--- src/rtl/alu_pkg.sv ---
// Shared definitions for the ALU control decoder and the ALU execution unit:
// operation codes, FSM state type and an op-class helper.
package alu_pkg;

   localparam logic [4:0] ALU_ADD   = 5'b00000;
   localparam logic [4:0] ALU_SUB   = 5'b00001;
   localparam logic [4:0] ALU_AND   = 5'b00010;
   localparam logic [4:0] ALU_OR    = 5'b00011;
   localparam logic [4:0] ALU_XOR   = 5'b00100;
   localparam logic [4:0] ALU_NOR   = 5'b00101;
   localparam logic [4:0] ALU_SLL   = 5'b00110;
   localparam logic [4:0] ALU_SRL   = 5'b00111;
   localparam logic [4:0] ALU_SRA   = 5'b01000;
   localparam logic [4:0] ALU_SLTS  = 5'b01001;
   localparam logic [4:0] ALU_SLTU  = 5'b01010;
   localparam logic [4:0] ALU_BEQ   = 5'b01011;
   localparam logic [4:0] ALU_LUI   = 5'b01100;
   localparam logic [4:0] ALU_OTHER = 5'b11111;

   typedef enum logic [1:0] {
      IDLE,
      SHIFT,
      DONE
   } state_t;

   function automatic logic is_shift(input logic [4:0] ctrl);
      return (ctrl == ALU_SLL) || (ctrl == ALU_SRL) || (ctrl == ALU_SRA);
   endfunction

endpackage

--- src/rtl/alu_exec_unit_if.sv ---
// Request/response handshake bundle between the register-read stage, the ALU
// execution unit and writeback.
interface alu_exec_unit_if #(
   parameter int unsigned WIDTH = 32
);
   logic             in_valid;
   logic             in_ready;
   logic [4:0]       alu_ctrl;
   logic             sign;
   logic [WIDTH-1:0] op_a;
   logic [WIDTH-1:0] op_b;
   logic [4:0]       shamt;
   logic             out_valid;
   logic             out_ready;
   logic [WIDTH-1:0] result;
   logic             zero;
   logic             overflow;
   logic             illegal;

   modport master (
      output in_valid, alu_ctrl, sign, op_a, op_b, shamt, out_ready,
      input  in_ready, out_valid, result, zero, overflow, illegal
   );

   modport slave (
      input  in_valid, alu_ctrl, sign, op_a, op_b, shamt, out_ready,
      output in_ready, out_valid, result, zero, overflow, illegal
   );
endinterface

--- src/rtl/alu_shift_iter.sv ---
// Iterative one-bit-per-cycle shifter. done is high in the cycle before the
// final shift, so the caller can capture value_next on that edge.
module alu_shift_iter #(
   parameter int unsigned WIDTH = 32
) (
   input  logic             clk,
   input  logic             rst_n,
   input  logic             load,
   input  logic [WIDTH-1:0] load_value,
   input  logic [4:0]       load_count,
   input  logic             right,
   input  logic             arith,
   output logic [WIDTH-1:0] value_next,
   output logic             done
);
   logic [WIDTH-1:0] value;
   logic [4:0]       count;
   logic             busy;
   logic             dir_right;
   logic             fill_arith;

   always_comb begin
      value_next = {value[WIDTH-2:0], 1'b0};
      if (dir_right) begin
         value_next = {fill_arith & value[WIDTH-1], value[WIDTH-1:1]};
      end
   end

   assign done = busy && (count == 5'd1);

   always_ff @(posedge clk or negedge rst_n) begin
      if (!rst_n) begin
         value      <= '0;
         count      <= '0;
         busy       <= 1'b0;
         dir_right  <= 1'b0;
         fill_arith <= 1'b0;
      end else if (load) begin
         value      <= load_value;
         count      <= load_count;
         busy       <= (load_count != 5'd0);
         dir_right  <= right;
         fill_arith <= arith;
      end else if (busy) begin
         value <= value_next;
         count <= count - 5'd1;
         if (count == 5'd1) begin
            busy <= 1'b0;
         end
      end
   end
endmodule

--- src/rtl/alu_exec_unit.sv ---
// Multi-cycle ALU execution unit: single-cycle logic/arith/compare/LUI ops,
// iterative shifts, valid/ready handshakes on both sides.
module alu_exec_unit
   import alu_pkg::*;
#(
   parameter int unsigned WIDTH = 32
) (
   input logic             clk,
   input logic             rst_n,
   alu_exec_unit_if.slave  bus
);
   state_t           state, state_next;
   logic [WIDTH-1:0] a, b, alu_res, shift_next, result_q;
   logic             alu_ovf, alu_ill, zero_q, ovf_q, ill_q;
   logic             shift_load, shift_done, capture_alu, capture_shift, clear;

   assign a = bus.op_a;
   assign b = bus.op_b;

   always_comb begin
      alu_res = '0;
      alu_ovf = 1'b0;
      alu_ill = 1'b0;
      case (bus.alu_ctrl)
         ALU_ADD: begin
            alu_res = a + b;
            alu_ovf = bus.sign && (a[WIDTH-1] == b[WIDTH-1]) && (alu_res[WIDTH-1] != a[WIDTH-1]);
         end
         ALU_SUB: begin
            alu_res = a - b;
            alu_ovf = bus.sign && (a[WIDTH-1] != b[WIDTH-1]) && (alu_res[WIDTH-1] != a[WIDTH-1]);
         end
         ALU_AND:  alu_res = a & b;
         ALU_OR:   alu_res = a | b;
         ALU_XOR:  alu_res = a ^ b;
         ALU_NOR:  alu_res = ~(a | b);
         // Only reached here with shamt == 0; non-zero shifts use the iterator.
         ALU_SLL, ALU_SRL, ALU_SRA: alu_res = b;
         ALU_SLTS: alu_res = {{(WIDTH-1){1'b0}}, ($signed(a) < $signed(b))};
         ALU_SLTU: alu_res = {{(WIDTH-1){1'b0}}, (a < b)};
         ALU_BEQ:  alu_res = a - b;
         ALU_LUI:  alu_res = {b[WIDTH-17:0], 16'h0000};
         default:  alu_ill = 1'b1;
      endcase
   end

   alu_shift_iter #(.WIDTH(WIDTH)) u_shift (
      .clk        (clk),
      .rst_n      (rst_n),
      .load       (shift_load),
      .load_value (bus.op_b),
      .load_count (bus.shamt),
      .right      (bus.alu_ctrl != ALU_SLL),
      .arith      (bus.alu_ctrl == ALU_SRA),
      .value_next (shift_next),
      .done       (shift_done)
   );

   always_ff @(posedge clk or negedge rst_n) begin
      if (!rst_n) begin
         state <= IDLE;
      end else begin
         state <= state_next;
      end
   end

   always_comb begin
      state_next    = state;
      shift_load    = 1'b0;
      capture_alu   = 1'b0;
      capture_shift = 1'b0;
      clear         = 1'b0;
      case (state)
         IDLE: begin
            if (bus.in_valid) begin
               if (is_shift(bus.alu_ctrl) && (bus.shamt != 5'd0)) begin
                  shift_load = 1'b1;
                  state_next = SHIFT;
               end else begin
                  capture_alu = 1'b1;
                  state_next  = DONE;
               end
            end
         end
         SHIFT: begin
            if (shift_done) begin
               capture_shift = 1'b1;
               state_next    = DONE;
            end
         end
         DONE: begin
            if (bus.out_ready) begin
               clear      = 1'b1;
               state_next = IDLE;
            end
         end
         default: state_next = IDLE;
      endcase
   end

   always_ff @(posedge clk or negedge rst_n) begin
      if (!rst_n) begin
         result_q <= '0;
         zero_q   <= 1'b0;
         ovf_q    <= 1'b0;
         ill_q    <= 1'b0;
      end else if (capture_alu) begin
         result_q <= alu_res;
         zero_q   <= (alu_res == '0);
         ovf_q    <= alu_ovf;
         ill_q    <= alu_ill;
      end else if (capture_shift) begin
         result_q <= shift_next;
         zero_q   <= (shift_next == '0);
         ovf_q    <= 1'b0;
         ill_q    <= 1'b0;
      end else if (clear) begin
         result_q <= '0;
         zero_q   <= 1'b0;
         ovf_q    <= 1'b0;
         ill_q    <= 1'b0;
      end
   end

   assign bus.in_ready  = (state == IDLE);
   assign bus.out_valid = (state == DONE);
   assign bus.result    = result_q;
   assign bus.zero      = zero_q;
   assign bus.overflow  = ovf_q;
   assign bus.illegal   = ill_q;
endmodule

--- src/flat_wrapper.sv ---
// flat-port wrapper written by rule: the top's interface ports become plain ports
module alu_exec_unit_flat import alu_pkg::*;
#(
   parameter int unsigned WIDTH = 32
)
  (clk, rst_n, bus_in_valid, bus_alu_ctrl, bus_sign, bus_op_a, bus_op_b, bus_shamt, bus_out_ready, bus_in_ready, bus_out_valid, bus_result, bus_zero, bus_overflow, bus_illegal);
  alu_exec_unit_if #(.WIDTH(WIDTH)) bus_i ();
  input logic clk;
  input logic rst_n;
  input wire logic [$bits(bus_i.in_valid)-1:0] bus_in_valid;
  input wire logic [$bits(bus_i.alu_ctrl)-1:0] bus_alu_ctrl;
  input wire logic [$bits(bus_i.sign)-1:0] bus_sign;
  input wire logic [$bits(bus_i.op_a)-1:0] bus_op_a;
  input wire logic [$bits(bus_i.op_b)-1:0] bus_op_b;
  input wire logic [$bits(bus_i.shamt)-1:0] bus_shamt;
  input wire logic [$bits(bus_i.out_ready)-1:0] bus_out_ready;
  output wire logic [$bits(bus_i.in_ready)-1:0] bus_in_ready;
  output wire logic [$bits(bus_i.out_valid)-1:0] bus_out_valid;
  output wire logic [$bits(bus_i.result)-1:0] bus_result;
  output wire logic [$bits(bus_i.zero)-1:0] bus_zero;
  output wire logic [$bits(bus_i.overflow)-1:0] bus_overflow;
  output wire logic [$bits(bus_i.illegal)-1:0] bus_illegal;
  assign bus_i.in_valid = bus_in_valid;
  assign bus_i.alu_ctrl = bus_alu_ctrl;
  assign bus_i.sign = bus_sign;
  assign bus_i.op_a = bus_op_a;
  assign bus_i.op_b = bus_op_b;
  assign bus_i.shamt = bus_shamt;
  assign bus_i.out_ready = bus_out_ready;
  assign bus_in_ready = bus_i.in_ready;
  assign bus_out_valid = bus_i.out_valid;
  assign bus_result = bus_i.result;
  assign bus_zero = bus_i.zero;
  assign bus_overflow = bus_i.overflow;
  assign bus_illegal = bus_i.illegal;
  alu_exec_unit #(.WIDTH(WIDTH)) u_core (.clk(clk), .rst_n(rst_n), .bus(bus_i));
endmodule
--- config.mk ---
export PLATFORM = sky130hd
export DESIGN_NAME = alu_exec_unit_flat
export DESIGN_NICKNAME = d
export VERILOG_FILES = /design/src/rtl/alu_pkg.sv /design/src/rtl/alu_exec_unit_if.sv /design/src/rtl/alu_shift_iter.sv /design/src/rtl/alu_exec_unit.sv /design/src/flat_wrapper.sv
export SDC_FILE = /design/constraint.sdc
export NUM_CORES = 1
export LEC_CHECK = 0
export ABC_AREA = 1
export CAP_MARGIN = 15
export CORE_MARGIN = 1.5
export CORE_UTILIZATION = 60
export CTS_CLUSTER_DIAMETER = 100
export DETAILED_ROUTE_END_ITERATION = 16
export PLACE_DENSITY = 0.95
export SYNTH_ARGS = -nofsm -noshare
export SYNTH_HDL_FRONTEND = slang
export SYNTH_SLANG_ARGS = --single-unit
--- constraint.sdc ---
create_clock -name clk -period 3.9 [get_ports clk]
set_input_delay 0.78 -clock clk [delete_from_list [all_inputs] [get_ports clk]]
set_output_delay 0.78 -clock clk [all_outputs]
set_load 0.1 [all_outputs]
# --- Yosys cells after proc, flatten, opt, wreduce, memory -nomap -nowiden ---
# Cells that the tools add are included.
totals:
  inputBits: 79
  reg_bits: 77
  elab_cells: 97
  output_inout_bits: 37
op_classes:
  n_reduce_logical: 19
  mux: 35
  order_cmp: 2
  addsub: 3
  eq_ne: 23
  bitwise_logic: 5
ops:
  columns: ["cell", "count"]
  rows:
  - ["$pmux 32 s10", 1]
  - ["$mux 32", 6]
  - ["$logic_not 32->1", 2]
  - ["$lt 32x32->1", 2]
  - ["$add 32x32->32", 1]
  - ["$and 32x32->32", 1]
  - ["$not 32->32", 1]
  - ["$or 32x32->32", 1]
  - ["$sub 32x32->32", 1]
  - ["$xor 32x32->32", 1]
  - ["$eq 5x4->1 const B", 5]
  - ["$eq 5x3->1 const B", 4]
  - ["$mux 1", 20]
  - ["$reduce_or 13->1", 1]
  - ["$eq 5x1->1 const B", 2]
  - ["$eq 5x2->1 const B", 2]
  - ["$mux 5", 2]
  - ["$mux 2", 4]
  - ["$logic_and 1x1->1", 6]
  - ["$pmux 2 s3", 1]
  - ["$logic_not 5->1", 1]
  - ["$ne 5x3->1 const B", 1]
  - ["$reduce_bool 5->1", 1]
  - ["$sub 5x1->5 const B", 1]
  - ["15 further kinds", 19]

# --- Logic depth before layout (Yosys ltp) ---
# Gate-level depths: netlist of run 1.
logic_depth:
  ltp_word: 8
  mapped_depth: 22
  depth_no_buf: 21

# --- Hierarchy ---
# A second synthesis of run 1 with hierarchy kept.
unflattened:
  hier_cells: 2083
  area_unflattened_um2: 11489.8
modules_own_cells:
  columns: ["module", "seq_area_each_um2", "area_each_um2", "cells_per_inst", "n_inst"]
  rows:
  - ["alu_exec_unit", 925.9, 9273.9, 1753, 1]
  - ["alu_shift_iter", 1001.0, 2215.9, 330, 1]

# --- Worst setup path before layout of run 1 ---
# No wires, ideal clock.
synth_path:
  kind: "flip-flop to flip-flop"
  from: "register u_core.state[1]"
  to: "register u_core.zero_q, in the netlist u_core.bus.zero"
  t_arrival_ns: 2.995
  required_ns: 3.830
  path_stages_with_launch: 12
  n_path_buf: 0
  setup_time_ns: 0.070
  setup_slack_ns: 0.835
  synth_period_minus_slack_ns: 3.065
  path_cell_list: "dfrtp_1 > nor2_1 > inv_1 > nor3_4 > nand2_1 > nor2_1 > nand3_1 > nor2_1 > nand3_1 > nor2_1 > nand3_1 > nand3_1"
synth_between:
  word_cells_on_any_way: 9
  cone_classes: "eq/ne: 2; mux: 5; reduce/logical: 2"
synth_rtl:
  columns: ["element", "line_no", "text"]
  rows:
  - ["start: declaration", "alu_exec_unit.sv:12", "state_t state, state_next;"]
  - ["start signal: assignment", "alu_exec_unit.sv:63", "state <= state_next;"]
  - ["$logic_not 2->1 *", null, null]
  - ["named net bus_in_ready", "flat_wrapper.sv:17", "output wire logic [$bits(bus_i.in_ready)-1:0] bus_in_ready;"]
  - ["$mux 1 *", "alu_exec_unit.sv:73", "case (state)"]
  - ["$reduce_bool 3->1 (no source line) or $mux 1 (tied branches)", null, null]
  - ["end signal: assignment", "alu_exec_unit.sv:109", "zero_q <= (alu_res == '0);"]
  - ["end signal: assignment", "alu_exec_unit.sv:114", "zero_q <= (shift_next == '0);"]
  - ["end: declaration", "alu_exec_unit.sv:14", "logic alu_ovf, alu_ill, zero_q, ovf_q, ill_q;"]
# The timed path passes the listed nets; every way through them passes the cells marked *.
# A chain may end at the register's enable or synchronous reset.

# --- Final worst setup path of run 1 ---
layout_path:
  from: "input bus_op_b[7]"
  to: "register u_core.zero_q, in the netlist u_core.bus.zero"
layout_between:
  elab_chain_cells: 5
  word_cells_on_any_way: 11
  cone_classes: "add/sub: 2; order compare: 2; mux: 2; bitwise: 4; reduce/logical: 1"
layout_rtl:
  columns: ["element", "line_no", "text"]
  rows:
  - ["start: declaration", "flat_wrapper.sv:14", "input wire logic [$bits(bus_i.op_b)-1:0] bus_op_b;"]
  - ["parallel branches: the longest is 2 deep, another holds $sub 32x32->32", null, null]
  - ["$pmux 32 s10 *", "alu_exec_unit.sv:24", "case (bus.alu_ctrl)"]
  - ["$logic_not 32->1 *", "alu_exec_unit.sv:109", null]
  - ["$mux 1 *", "alu_exec_unit.sv:107", "end else if (capture_alu) begin"]
# Every way passes the cells marked *.

==> results of run 1 <==
[timing repair]
item	CTS	global route
setup endpoints to repair	0	1
setup buffers	0	0
resized for setup	0	4
hold buffers	0	0
hold endpoints to repair	0	0
[worst max-delay path: stages]
cell and delay (ns):
clkdlybuf4s50_1 0.61, inv_1 0.21, ha_1 0.35, buf_4 0.17, nand2_1 0.11, nor2_1 0.27
inv_1 0.09, nor2_1 0.09, nand2_1 0.08, nand2_1 0.16, nand4_1 0.10, nand2_1 0.13
nand2_1 0.06, nand2_1 0.05, nor2_1 0.04, nor2_1 0.31, nand2_1 0.10, nor2_1 0.14
nand3_1 0.08, nand3_1 0.07
[through the flow]
stage / area [um^2] / util (%) / hold slack [ns] / power [mW] / cells
after floorplan: 11100 / - / 0.454 / 3.52 / 1964
after global placement: 12800 / 71.0 / 0.466 / 4.40 / 2313
after detailed placement: 12800 / 71.0 / 0.469 / 4.47 / 2313
after CTS: 13100 / 72.7 / 0.491 / 5.34 / 2329
after global routing: 13100 / 72.7 / 0.514 / 5.75 / 2329
final: 13100 / 72.7 / 0.491 / 5.46 / 2329
[cells by family after synthesis]
group,synth area share [%]
flops,17.4
fa+ha+maj,11.8
buf+inv,14.6
compound gates,14.4
xor+xnor,0.316
simple gates,41.6
[layout by cell type, fill, tap and decap left out, types with 46 or more instances in the layout]
cell type / instances
inv_1: 336
a21oi_1: 46
nand2_1: 635
buf_4: 81
nand3_1: 219
clkdlybuf4s50_1: 113
ha_1: 99
nor2_1: 177
dfrtp_1: 77
o21ai_0: 100
[report_power, final]
part	total (mW)	internal, mW	leakage (nW)	switching (mW)
registers	1.29	1.06	1.02	0.228
clock network	0.826	0.508	0.149	0.318
logic	3.34	0.959	5.79	2.38
[worst max path at each step]
stage	startpoint	to	slack, ns	depth (start not counted)
final	bus_op_b[7]	u_core.bus.zero$_DFFE_PN0P_	0.16	20
after global routing	bus_op_b[8]	u_core.bus.zero$_DFFE_PN0P_	0.002	20
after CTS	bus_op_b[5]	u_core.bus.zero$_DFFE_PN0P_	0.29	20
after detailed placement	bus_op_b[5]	u_core.bus.zero$_DFFE_PN0P_	-0.02	20
after global placement	bus_op_b[5]	u_core.bus.zero$_DFFE_PN0P_	0.003	20
after floorplan	u_core.state[1]$_DFFE_PN0P_	u_core.bus.zero$_DFFE_PN0P_	0.84	11
[final cells by class]
cell class / instances / area [um^2] / area share, %
multi-input cells: 1470 / 7560 / 57.7
flip-flops and latches: 77 / 1930 / 14.7
repair buffers: 195 / 1760 / 13.4
inverters: 342 / 1280 / 9.79
well taps: 229 / 287 / 2.19
clock buffers: 11 / 243 / 1.85
clock inverters: 5 / 50.0 / 0.382
[layer usage]
metal / vias up / global-route usage, %
li1: 6519 / -
met1: 6392 / 61.4
met2: 1181 / 68.1
met3: 214 / 13.0
met4: 2 / 22.7
met5: - / 0
[registers in the layout, summed over array words and instances, names as in the netlist]
signal,cells
u_core.bus.illegal,1
u_core.bus.overflow,1
u_core.bus.result,32
u_core.bus.zero,1
u_core.state,2
u_core.u_shift.busy,1
u_core.u_shift.count,5
u_core.u_shift.dir_right,1
u_core.u_shift.fill_arith,1
u_core.u_shift.value,32
==> impl_metrics.env, run 1 <==
export IMPL_max_cap_violations=0
export IMPL_wl_met1_um=17000
export IMPL_fin_ws_ns=0.159
export IMPL_postSynthCellCount=1964
export IMPL_portBuffers=115
export IMPL_worstHoldStart="u_core.bus.result[5]$_DFFE_PN0P_"
export IMPL_grt_pass1_wl_um=69900
export IMPL_worst_setup_path_start_kind="primary input"
export IMPL_dp_hpwl_um=35500
export IMPL_die_w_um=139
export IMPL_htree_levels=3
export IMPL_drc=0
export IMPL_avgRoutedWirePerCell_um=19.5
export IMPL_max_freq_ghz=0.267
export IMPL_finalHoldViolations=0
export IMPL_async_flop_share_pct=100
export IMPL_io_pins=116
export IMPL_highest_layer="met5"
export IMPL_coreArea_um2=18000
export IMPL_clkSinkCount=77
export IMPL_viasPerCell=6.14
export IMPL_fillCellCount=1567
export IMPL_netlist_top_cells_area="nand2_1 (22%), dfrtp_1 (17%), ha_1 (11%)"
export IMPL_hp_class="reg -> reg"
export IMPL_ant_nets=0
export IMPL_drive_gt1_share_pct=5.81
export IMPL_syn_to_final_growth_pct=18.1
export IMPL_synth_cell_area_um2=11100
export IMPL_first_iter_violations=2139
export IMPL_worstReg2RegStart="u_core.u_shift.count[1]$_DFFE_PN0P_"
export IMPL_cts_tree="yes"
export IMPL_clock_root_buffer="clkbuf_16"
export IMPL_rows=49
export IMPL_drt_first_pass_iters=8
export IMPL_start_util_pct=61.6
export IMPL_yosys_warnings=0
export IMPL_status="completed"
export IMPL_relSlewSlack_pct=31.3
export IMPL_holdPathStages=2
export IMPL_timing_final_crit_share_pct=95.9
export IMPL_synth_seq_area_share_pct=17.4
export IMPL_worst_slew_pin_slew_ns=1.03
export IMPL_setup_tns_ns=0
export IMPL_yosys_area_top_type="nand2_1"
export IMPL_worstHoldEndpoint="u_core.bus.result[5]$_DFFE_PN0P_"
export IMPL_cts_clk_slew_worst_paths_ns=0.06
export IMPL_grt_max_degree=81
export IMPL_synth_edf_count=0
export IMPL_die_y_um=139
export IMPL_grt_setup_unrepaired="no"
export IMPL_worstSkewPairLatency_ns=0.34
export IMPL_cts_buffers=9
export IMPL_grt_pass1_vias=13049
export IMPL_crit_type="in -> reg"
export IMPL_dieArea_um2=19300
export IMPL_totalWireLength_um=45400
export IMPL_rr_endpoint="u_core.bus.result[4]$_DFFE_PN0P_"
export IMPL_final_max_slew_viol_count=0
export IMPL_grt_overflow_total=0
export IMPL_required_ns=4.17
export IMPL_met2WireLength_um=18600
export IMPL_synth_seq_cells=77
export IMPL_synthMostInstantiatedCell="nand2_1"
export IMPL_reg2reg_slack_ns=1.34
export IMPL_clock_path_buffers=2
export IMPL_num_nets_final=2277
export IMPL_r2r_cells=10
export IMPL_post_place_ws_ns=-0.0247
export IMPL_p_leak_nw=6.96
export IMPL_synthFlopType="dfrtp_1"
export IMPL_min_period_ns=3.74
export IMPL_irDropWorstVdd_mv=0.668
export IMPL_ys_types=44
export IMPL_via_count=14308
export IMPL_grtUsageTotal_pct=46.0
export IMPL_antenna_found_initial=2
export IMPL_setup_viol=0
export IMPL_wl_met3_um=7240
export IMPL_p_per_area_nw_per_um2=417
export IMPL_syn_area_per_cell_um2=5.65
export IMPL_gp_congestion=1.17
export IMPL_worstPathArrival_ns=4.01
export IMPL_diodes=0
export IMPL_finClkSkew_ns=0.00819
export IMPL_critPathCaptureType="flip-flop"
export IMPL_path_max_fanout=9
export IMPL_syn_num_nets=2146
export IMPL_yosysTopAreaCellShare_pct=21.5
export IMPL_netlist_top_cells_count="nand2_1 (636), inv_1 (336), nand3_1 (219), nor2_1 (180), ha_1 (101)"
(Power assumes the default switching activity.)
==> run 2: changes to the inputs <==
Settings changed: SETUP_SLACK_MARGIN from default to 0.02, SLEW_MARGIN from default to 5, SYNTH_HIERARCHICAL from default to 1.
==> run 2 against run 1 <==
Compared with the run above: sequential share of layout area is 0.62 points lower; final area is 4.4% higher; routed wire length is 9.2% higher; synthesized cell count is 6.1% higher; final cell count is 6.5% higher; sequential power is 5% lower; clock skew is 0.0028 ns lower; critical path type unchanged.
==> impl_metrics.env, run 2 <==
export IMPL_synth_seq_area_share_pct=16.8
export IMPL_finalHoldViolations=0
export IMPL_drc=0
export IMPL_avgRoutedWirePerCell_um=20.0
export IMPL_fin_ws_ns=0.0725
export IMPL_syn_to_final_growth_pct=19.1
export IMPL_worstHoldStart="u_core/bus.result[3]$_DFFE_PN0P_"
export IMPL_clock_path_buffers=2
export IMPL_syn_area_per_cell_um2=5.52
export IMPL_htree_levels=3
export IMPL_dp_hpwl_um=38600
export IMPL_yosysTopAreaCellShare_pct=26.5
export IMPL_seqCellArea_um2=1930
export IMPL_rows=50
export IMPL_hp_class="reg -> reg"
export IMPL_reg2reg_slack_ns=1.15
export IMPL_synth_cell_area_um2=11500
export IMPL_finClkSkew_ns=0.00534
export IMPL_worstSkewPairLatency_ns=0.34
export IMPL_synthFlopType="dfrtp_1"
export IMPL_final_cell_mix="nand2_1 (810), inv_1 (351), nand3_1 (216)"
export IMPL_post_place_ws_ns=-0.125
export IMPL_slowest_stage="clkdlybuf4s50_1"
export IMPL_path_common_cell="nand3_1"
export IMPL_max_freq_ghz=0.261
export IMPL_worstReg2RegStart="u_core/u_shift/dir_right$_DFFE_PN0P_"
export IMPL_busiest_layer="met2"
export IMPL_drt_first_pass_iters=6
export IMPL_coreArea_um2=18800
export IMPL_final_cells=2480
export IMPL_worst_slew_pin_slew_ns=1.04
export IMPL_worstPathArrival_ns=4.10
export IMPL_start_util_pct=61.2
export IMPL_relSlewSlack_pct=30.5
export IMPL_postSynthCellCount=2083
export IMPL_first_iter_violations=2250
export IMPL_post_route_util_pct=72.9
export IMPL_grtUsageTotal_pct=49.1
export IMPL_cts_clk_slew_worst_paths_ns=0.06
export IMPL_multi_input_area_um2=7820
export IMPL_crit_type="in -> reg"
export IMPL_io_pins=116
export IMPL_synth_seq_cells=77
export IMPL_critical_path_top_delay_family="simple AND/OR/NAND/NOR gates"
export IMPL_drive_gt1_share_pct=7.57
export IMPL_diodes=0
export IMPL_cp_num_buf_inv=2
export IMPL_whs_ns=0.513
export IMPL_syn_num_nets=2265
export IMPL_worst_setup_path_start_kind="primary input"
export IMPL_clock_root_buffer="clkbuf_16"
export IMPL_use_met1_pct=59.2
export IMPL_viasPerCell=6.08
export IMPL_cpPeakStageDelay_ns=0.58
export IMPL_clkSinkCount=77
export IMPL_synth_edf_count=0
export IMPL_grt_max_degree=78
export IMPL_r2r_cells=8
export IMPL_p_per_area_nw_per_um2=388
export IMPL_portBuffers=115
export IMPL_required_ns=4.17
export IMPL_gp_congestion=1.15
export IMPL_grt_use_met3_pct=10.9
export IMPL_synthMostInstantiatedCell="nand2_1"
export IMPL_use_met2_pct=74.0
export IMPL_timing_final_crit_share_pct=98.1
export IMPL_fillCellCount=1611
export IMPL_cts_tree="yes"
export IMPL_p_leak_nw=7.66
export IMPL_max_cap_violations=0
export IMPL_antenna_found_initial=1
export IMPL_netlist_top_cells_area="nand2_1 (26%), dfrtp_1 (17%), inv_1 (11%)"
export IMPL_grt_pass1_vias=14146
export IMPL_setup_tns_ns=0
export IMPL_via_count=15071
export IMPL_critPathCaptureType="flip-flop"
export IMPL_path_max_fanout=10
export IMPL_holdPathStages=2
export IMPL_num_nets_final=2423
export IMPL_die_y_um=141
export IMPL_ant_nets=0
export IMPL_grt_pass1_wl_um=74900
export IMPL_dieArea_um2=20000
export IMPL_grt_setup_unrepaired="no"
export IMPL_netlist_top_cells_count="nand2_1 (810), inv_1 (351), nand3_1 (216), nor2_1 (163), ha_1 (101)"
export IMPL_final_max_slew_viol_count=0
export IMPL_cp_cell_sequence="clkdlybuf4s50_1 > inv_1 > ha_2 > nand3_1 > nand3_1 > nand2_1 > nand2_1 > nand2_1 > nand3_1 > nand3_1 > nor2_1 > nand3_1 > nor2_1 > nand3_1 > nor2_1 > nand3_1 > nand3_1"
export IMPL_irDropWorstVdd_mv=0.587
export IMPL_final_common_cell="nand2_1"
export IMPL_async_flop_share_pct=100
export IMPL_ys_types=47
export IMPL_setup_viol=0
export IMPL_status="completed"
export IMPL_die_w_um=141
export IMPL_min_period_ns=3.83
export IMPL_worstHoldEndpoint="u_core/bus.result[3]$_DFFE_PN0P_"
export IMPL_grt_overflow_total=0
export IMPL_totalWireLength_um=49600
export IMPL_placed_cells_incl_taps=2464
export IMPL_yosys_area_top_type="nand2_1"
export IMPL_yosys_warnings=6
export IMPL_rr_endpoint="u_core/bus.zero$_DFFE_PN0P_"
export IMPL_cts_buffers=9
==> run 2: tightest hold or removal path: cells and delay by family (launching register included) <==
kind | cells | cell delay (ns)
simple gates | 1 | 0.06
compound gates | 1 | 0.07
flops | 1 | 0.34
==> run 2: kinds of logic after synthesis <==
logic type	Yosys count	synth area share (%)
AO/OA/AOI/OAI	179	9.47
adder cells (fa/ha/maj)	103	11.3
AND/OR/NAND/NOR	1284	46.6
buffers and inverters	436	15.5
flip-flops	77	16.8
XOR/XNOR	4	0.305
==> run 2: per-layer routing <==
metal  wire, um  share of wire (%)
met1      17300                 35
met2      20300                 41
met3       6770                 14
met4       5300                 11
met5          0                  0
==> run 2: worst max-delay path by stage <==
stage,from,endpoint,slack (ns),cells past startpoint
after global placement,bus_op_b[6],u_core/bus.zero$_DFFE_PN0P_,-0.08,17
after CTS,bus_op_b[6],u_core/bus.zero$_DFFE_PN0P_,0.13,17
after floorplan,u_core/state[0]$_DFFE_PN0P_,u_core/bus.zero$_DFFE_PN0P_,1.01,11
after detailed placement,bus_op_b[6],u_core/bus.zero$_DFFE_PN0P_,-0.12,17
after global routing,bus_op_b[10],u_core/bus.zero$_DFFE_PN0P_,0.02,20
final,bus_op_b[2],u_core/bus.zero$_DFFE_PN0P_,0.07,17
==> run 2: final cells by class <==
class | count | area share, %
multi-input combinational | 1570 | 57.1
timing repair buffer | 222 | 14.4
tap | 234 | 2.14
clock buffer | 12 | 1.87
sequential | 77 | 14.1
inverter | 361 | 9.92
clock inverter | 4 | 0.512
==> run 2: what timing repair did <==
| action | CTS | global route |
|---|---|---|
| hold buffers | 0 | 0 |
| resized for setup | 0 | 6 |
| endpoints found under the hold margin | 0 | 0 |
| endpoints found under the setup margin | 0 | 2 |
| buffers inserted | 0 | 0 |
==> run 2: per-stage QoR <==
step                      power (mW)  cell area (um^2)
final                           5.32             13700
after global routing            5.55             13700
after detailed placement        4.22             13300
after CTS                       5.18             13700
after floorplan                 3.29             11500
after global placement          4.14             13300
==> run 2: report_power, final <==
part           internal, mW  switching (mW)
Combinational         0.888            2.26
Sequential             1.03           0.199
Clock                 0.594           0.339
